File: src/rtl/updown_mod_counter.sv
// Synchronous up/down modulo-MODULUS counter with clamped parallel load, one-shot halt and terminal count.
// Optional prescaler enabled by defining COUNTER_PRESCALE_EN.
module updown_mod_counter #(
    parameter int WIDTH     = 4,
    parameter int MODULUS   = 16,
    parameter int RESET_VAL = 0,
    parameter int PRESCALE  = 1
) (
    input  logic             clk,
    input  logic             rst,
    input  logic             t,
    input  logic             up,
    input  logic             mode,
    input  logic             load,
    input  logic [WIDTH-1:0] d,
    output logic [WIDTH-1:0] q,
    output logic [WIDTH-1:0] q_bar,
    output logic             tc,
    output logic             done
);

    localparam logic [WIDTH-1:0] MAX   = WIDTH'(MODULUS - 1);
    localparam logic [WIDTH-1:0] RST_Q = WIDTH'(RESET_VAL);

    if (WIDTH < 1 || MODULUS < 2 || MODULUS > (1 << WIDTH)) begin : g_bad_modulus
        $error("updown_mod_counter: MODULUS out of range for WIDTH");
    end
    if (RESET_VAL < 0 || RESET_VAL >= MODULUS) begin : g_bad_reset
        $error("updown_mod_counter: RESET_VAL must be below MODULUS");
    end
    if (PRESCALE < 1) begin : g_bad_prescale
        $error("updown_mod_counter: PRESCALE must be at least 1");
    end

    typedef enum logic {RUN, HALT} state_t;

    state_t           state, state_next;
    logic [WIDTH-1:0] q_next;
    logic             done_next;
    logic             step;
    logic             at_term;

`ifdef COUNTER_PRESCALE_EN
    localparam int            PW   = (PRESCALE > 1) ? $clog2(PRESCALE) : 1;
    localparam logic [PW-1:0] PMAX = PW'(PRESCALE - 1);

    logic [PW-1:0] pre, pre_next;
    assign step = (pre == PMAX);
`else
    assign step = 1'b1;
`endif

    assign at_term = up ? (q == MAX) : (q == '0);
    assign tc      = ~rst & t & step & (state == RUN) & at_term;
    assign q_bar   = ~q;

    always_ff @(posedge clk) begin
        if (rst) begin
            q     <= RST_Q;
            state <= RUN;
            done  <= 1'b0;
`ifdef COUNTER_PRESCALE_EN
            pre   <= '0;
`endif
        end else begin
            q     <= q_next;
            state <= state_next;
            done  <= done_next;
`ifdef COUNTER_PRESCALE_EN
            pre   <= pre_next;
`endif
        end
    end

    always_comb begin
        q_next     = q;
        state_next = state;
        done_next  = done;
`ifdef COUNTER_PRESCALE_EN
        pre_next   = pre;
`endif
        if (load) begin
            // Out-of-range load values saturate to the top of the count range.
            q_next     = (d > MAX) ? MAX : d;
            state_next = RUN;
            done_next  = 1'b0;
`ifdef COUNTER_PRESCALE_EN
            pre_next   = '0;
`endif
        end else if (state == RUN && t) begin
`ifdef COUNTER_PRESCALE_EN
            pre_next = step ? '0 : pre + 1'b1;
`endif
            if (step) begin
                if (at_term && mode) begin
                    state_next = HALT;
                    done_next  = 1'b1;
                end else if (up) begin
                    q_next = (q == MAX) ? '0 : q + 1'b1;
                end else begin
                    q_next = (q == '0) ? MAX : q - 1'b1;
                end
            end
        end
    end

endmodule

File: config.mk
export PLATFORM = sky130hd
export DESIGN_NAME = updown_mod_counter
export DESIGN_NICKNAME = d
export VERILOG_FILES = /design/src/rtl/updown_mod_counter.sv
export SDC_FILE = /design/constraint.sdc
export NUM_CORES = 1
export LEC_CHECK = 0
export BUFFER_PORTS_ARGS = -buffer_cell sky130_fd_sc_hd__clkbuf_2
export CAP_MARGIN = 20
export CORE_AREA = 4 4 41 43
export CTS_CLUSTER_DIAMETER = 150
export DETAILED_ROUTE_END_ITERATION = 7
export DIE_AREA = 0 0 45 47
export PLACE_DENSITY_LB_ADDON = 0.05
export SLEW_MARGIN = 5
export SYNTH_ARGS = -nofsm -noshare
export SYNTH_HDL_FRONTEND = slang
export SYNTH_SLANG_ARGS = --single-unit
export TNS_END_PERCENT = 5
File: constraint.sdc
create_clock -name clk -period 1.5 [get_ports clk]
set_input_delay 0.3 -clock clk [delete_from_list [all_inputs] [get_ports clk]]
set_output_delay 0.3 -clock clk [all_outputs]
set_load 0.005 [all_outputs]
==> run metrics, run 1 <==
status=complete, but fails checks; failing checks=negative setup slack; drt via density=5.27; I/O pins=20; hold depth=2; internal power=353 µW; Post-synth EDFFs=0; fmax=612 MHz; initial core utilization=0.341; Avg WL per Cell=12.4 µm; syn nets=66; Yosys warnings=0; Sw Pwr=around 150 µW; DR WL met3=106 µm; Hold/Removal Path Class=primary input to register; DIE WIDTH=45 µm; sequential share of power=0.312; cts bufs inserted=3; post-synthesis register bit count=5; wl on met1=557 µm; Post-DRT Antenna Nets=0; post-synth top area share=0.225; R2R Path Start=q[1]$_SDFFE_PP0P_; Register Area=105 µm²; PwrDens=730 mW/mm²; Max clock buf depth=2; r2r setup slk=-0.13 ns; Iter 0 DRT Violations=8; vias in the first global route=514; post-synth cell types=27; most common library cells after synthesis=inv_1 (6), dfxtp_1 (5), a21oi_1 (4), nor3_1 (4); vias after detailed routing=between 500 and 600; Total Wirelength=1280 µm; Worst Path Required=1.68 ns; TritonCTS clock tree=yes; Reg clk slew, reported paths=0.04 ns; cell taking the most area after synthesis=dfxtp_1; Tcrit/Tclk final=1.09; arrival time worst endpoint=1.81 ns; sink of the worst hold path=state$_SDFFE_PP0P_; Slew headroom=0.822; largest net degree at the start of global routing=9; Main synth FF type=dfxtp_1; routability cong.=0.723; multi-input logic area=318 µm²; asr flop ratio synth=0; Worst Hold Launch=load; DRC Markers=0; worst slew pin tran=about 0.26 ns; Setup WS pre-CTS=-0.0986 ns; top-count cell post-synth=inv_1; synthesized instance count=54; initial antenna violation count=0; first-pass GRT wire length=2150 µm; grt ovf=0; Pleak=0.000325 µW; Synth Area per Inst=8.23 µm²; Final Core Density=0.533; H-Tree Level Count=1; fin nets=101; Setup Crit Path Kind=register to register; cell count after placement=96; register area share after synthesis=0.225; # hold bufs at CTS=0; CP Capture Type=register; final hold vios=0; core area=0.00130 mm²; Fill cells=roughly 130; PortBufs=19; Root Buffer=clkbuf_4; Row Count=13; Post-Syn Area=between 400 and 500 µm²; largest cells by area after synthesis=dfxtp_1 (23%), ha_1 (5.6%), nor4b_4 (5.4%); DIE AREA=0.00212 mm²; Detail Placement HPWL=1040 µm; final worst path period need=approximately 1.6 ns; Layout Cells excl Fill=about 100; max layer used=met3; final worst slack=-0.133 ns; Final setup viols=4; Sink Count=5; antenna cells=0; share of layout cells above drive strength 1=0.545; R2R cell count=8; RSZ-0062 raised after global routing=true; switch share=0.303; hold_ws=0.319 ns; critical-path maximum fanout=5; Final Max Tran Viols=0; total global-route track usage=0.140; clk_lat worst skew=0.24 ns; reg2reg end=q[3]$_SDFFE_PP0P_; met2 wire len=613 µm; Final Skew=0.00193 ns; Setup TNS Final=-0.319 ns; Worst Setup Start Kind=register; max cap viols=0; Initial DRT Pass Iterations=4; Die Height=around 47 µm; Gate power share=0.391; Layout area overhead=56.1%; worst setup path startpoint=q[1]$_SDFFE_PP0P_; VDD IR max=0.748 mV; Clk pwr share=0.297
critical path, stage by stage (launching register included):
cell,delay (ns)
dfxtp_2,0.33
inv_2,0.07
ha_4,0.13
nor4b_4,0.21
buf_4,0.15
o21a_4,0.16
nor2_4,0.04
or4_1,0.40
nand3_1,0.08
worst max-delay path by stage:
stage / to / slack [ns]
after global placement: q[3]$_SDFFE_PP0P_ / -0.12
after CTS: tc / -0.16
after detailed placement: q[3]$_SDFFE_PP0P_ / -0.1
after global routing: tc / -0.22
final: q[3]$_SDFFE_PP0P_ / -0.13
after floorplan: q[3]$_SDFFE_PP0P_ / -0.1
layer usage:
layer  vias up  GRT usage
met2        20      0.226
met4         0     0.0175
met5         -          0
met1       255      0.180
met3         0     0.0575
li1        268          -
power groups by stage:
stage | sequential [µW] | clock (µW) | combinational [µW]
2_1_floorplan | 160 | 0 | 111
4_1_cts | 158 | 157 | 199
3_3_place_gp | 162 | 0 | 186
6_report | 158 | 151 | 198
3_5_place_dp | 161 | 0 | 184
5_1_grt | 159 | 172 | 219
repair_timing:
item	4_1_cts	5_1_grt
gates resized for setup	4	1
setup buffers	3	0
endpoints found under the hold margin	0	0
endpoints found under the setup margin	4	5
pin swaps	5	0
through the flow:
stage	cell area, µm²	total power [µW]
after floorplan	472	270
after global placement	632	348
after detailed placement	632	345
after CTS	693	514
after global routing	693	551
final	693	506
state kept, by name, indices dropped and copies added (netlist names):
signal	cells
q	4
state	1
cells by family after synthesis:
| logic type | synth area share |
|---|---|
| adder cells (fa/ha/maj) | 0.0563 |
| AND/OR/NAND/NOR | 0.287 |
| multiplexers | 0.0225 |
| XOR/XNOR | 0.0394 |
| flip-flops | 0.225 |
| buffers and inverters | 0.110 |
| AO/OA/AOI/OAI | 0.259 |
layout by cell type, fill, tap and decap left out:
cell	netlist	routed
or4_1	1	1
a31oi_1	2	2
and4_4	1	1
a211oi_1	1	1
nor3_2	0	1
a21oi_1	4	4
nand3b_1	1	1
clkbuf_2	0	18
inv_4	0	1
buf_2	0	1
inv_2	0	1
nor2_4	0	1
nor4_1	1	1
ha_1	2	1
inv_1	6	4
nor3_1	4	3
ha_4	0	1
dfxtp_1	5	3
xnor2_1	2	2
nand2_1	1	1
dfxtp_2	0	1
o21ai_0	2	2
nand4_1	1	1
dfxtp_4	0	1
buf_4	0	14
nand3_1	3	3
o21bai_1	3	3
o21a_4	1	1
mux2i_1	1	1
clkbuf_4	0	3
or2b_2	1	1
clkbuf_1	1	1
a311oi_1	2	2
nor2_1	3	3
nor4b_4	1	1
o31a_2	1	1
final cells by class:
class / instances / share of cell area
clock buffers: 4 / 0.0379
inverters: 6 / 0.0361
multi-input cells: 40 / 0.458
flip-flops and latches: 5 / 0.152
well taps: 15 / 0.0271
repair buffers: 33 / 0.289
No activity file was read; power rests on OpenSTA's default activity.
==> run 2: changes to the inputs <==
--- a/config.mk
+++ b/config.mk
@@ -5,7 +5,7 @@
 export SDC_FILE = /design/constraint.sdc
 export NUM_CORES = 1
 export LEC_CHECK = 0
-export BUFFER_PORTS_ARGS = -buffer_cell sky130_fd_sc_hd__clkbuf_2
+export BUFFER_PORTS_ARGS = -buffer_cell sky130_fd_sc_hd__buf_2
 export CAP_MARGIN = 20
 export CORE_AREA = 4 4 41 43
 export CTS_CLUSTER_DIAMETER = 150
@@ -16,4 +16,3 @@
 export SYNTH_ARGS = -nofsm -noshare
 export SYNTH_HDL_FRONTEND = slang
 export SYNTH_SLANG_ARGS = --single-unit
-export TNS_END_PERCENT = 5
==> constraint.sdc (replaced) <==
create_clock -name clk -period 1.3 [get_ports clk]
set_input_delay 0.26 -clock clk [delete_from_list [all_inputs] [get_ports clk]]
set_output_delay 0.26 -clock clk [all_outputs]
set_load 0.005 [all_outputs]
==> run metrics, run 2 (same netlist as run 1, synthesis figures left out) <==
RSZ-0062 raised after global routing=true; PortBufs=19; final hold vios=0; Initial DRT Pass Iterations=3; worst setup path startpoint=q[1]$_SDFFE_PP0P_; max reg flops=4; Crit path largest cell delay=between 0.3 and 0.4 ns; status=complete, but fails checks; most frequent cells in the layout=buf_2 (18), buf_4 (14), inv_1 (4); share of layout cells above drive strength 1=0.591; Total Wirelength=1320 µm; leading cell type in the layout, fill and taps excluded=buf_2; fmax=617 MHz; DIE AREA=0.00212 mm²; core area=0.00130 mm²; Max clock buf depth=2; critical-path maximum fanout=4; Final Max Tran Viols=0; Design Area, Final=721 µm²; DRC Markers=0; Setup TNS Final=-1.51 ns; Post-DP Area=632 µm²; Root Buffer=clkbuf_4; vias in the first global route=527; largest registers=q: 4 flops, state: 1 flops; TritonCTS clock tree=yes; largest net degree at the start of global routing=9; vias after detailed routing=520; cts bufs inserted=3; worst slew pin tran=0.252 ns; grt ovf=0; routability cong.=0.751; final worst path period need=1.62 ns; Avg WL per Cell=12.8 µm; Slew headroom=0.830; CP Capture Type=register; DIE WIDTH=45 µm; Die Height=about 47 µm; antenna cells=0; I/O pins=20; Hold/Removal Path Class=primary input to register; Top reg by flops=q; fin nets=101; Layout area overhead=62.3%; Final Power=599 µW; Sink Count=5; first-pass GRT wire length=around 2200 µm; PwrDens=832 mW/mm²; Final Skew=0.00121 ns; initial antenna violation count=0; Worst Hold Launch=load; drt via density=just over 5; Worst Path Required=1.48 ns; Row Count=13; failing checks=negative setup slack; clk_lat worst skew=roughly 0.25 ns; Slowest-stage cell, CP=or4_1; Tcrit/Tclk final=1.25; crit path cell chain=inv_4 > ha_4 > nor4b_4 > buf_4 > o21a_4 > nor2_2 > or4_1 > nand3_1; Setup WS pre-CTS=-0.243 ns; VDD IR max=0.564 mV; R2R Path Start=q[1]$_SDFFE_PP0P_; Worst Setup Start Kind=register; Post-DRT Antenna Nets=0; Detail Placement HPWL=about 1100 µm; arrival time worst endpoint=1.81 ns; Setup Crit Path Kind=register to register; Final setup viols=6; Iter 0 DRT Violations=3; Pleak=0.000328 µW; total global-route track usage=0.144; Reg clk slew, reported paths=around 0.04 ns; initial core utilization=0.341; H-Tree Level Count=1; max cap viols=0; final worst slack=-0.322 ns
-- run 2: cell types whose count changed in the layout (fill, tap and decap cells not counted), sizes merged --
cell | previous run | this run
clkbuf | 22 | 4
buf | 15 | 33
-- run 2: area by class of cell --
cell class | count | area [µm²]
fillers | 134 | 581
well taps | 15 | 18.8
clock buffers | 4 | 26.3
inverters | 6 | 27.5
flip-flops and latches | 5 | 113
repair buffers | 33 | 206
multi-input cells | 40 | 329
-- run 2: through the flow --
| stage | hold WS (ns) | util | instances |
|---|---|---|---|
| 6_report | 0.255 | 0.554 | 103 |
| 5_1_grt | 0.253 | 0.554 | 103 |
| 4_1_cts | 0.254 | 0.546 | 103 |
| 3_5_place_dp | 0.511 | 0.486 | 96 |
| 3_3_place_gp | 0.510 | 0.486 | 96 |
| 2_1_floorplan | 0.325 | - | 54 |
-- run 2: worst paths after layout --
| kind | endpoint | slack [ns] | cells after the start |
|---|---|---|---|
| max | q[3]$_SDFFE_PP0P_ | -0.32 | 8 |
| min | state$_SDFFE_PP0P_ | 0.25 | 2 |
| max reg2reg | q[3]$_SDFFE_PP0P_ | -0.32 | 8 |
| min reg2reg | q[2]$_SDFFE_PP0P_ | 0.60 | 2 |
-- run 2: worst max-delay path: cells and delay by family (launching register included) --
kind	cells	cell delay, ns
AND/OR/NAND/NOR	4	0.71
flip-flops	1	0.36
buffers and inverters	2	0.22
AO/OA/AOI/OAI	1	0.14
adder cells (fa/ha/maj)	1	0.12
-- run 2: where the power goes --
part	internal, µW	total, µW	switching (µW)	leakage [µW]
sequential	166	187	20.4	0.0000434
combinational	126	228	102	0.000269
clock	116	184	67.9	0.0000150
total	409	599	191	0.000328
-- run 2: timing repair --
item	CTS	global route
setup endpoints to repair	6	9
hold buffers	0	0
buffers inserted	3	0
pin swaps	4	0
resized for setup	9	3
-- run 2: layer usage --
layer,routed length (µm),up-vias,global-route usage
met4,24,0,0.0585
met5,0,-,0
met3,92,6,0.0728
li1,-,267,-
met2,600,15,0.220
met1,601,232,0.171
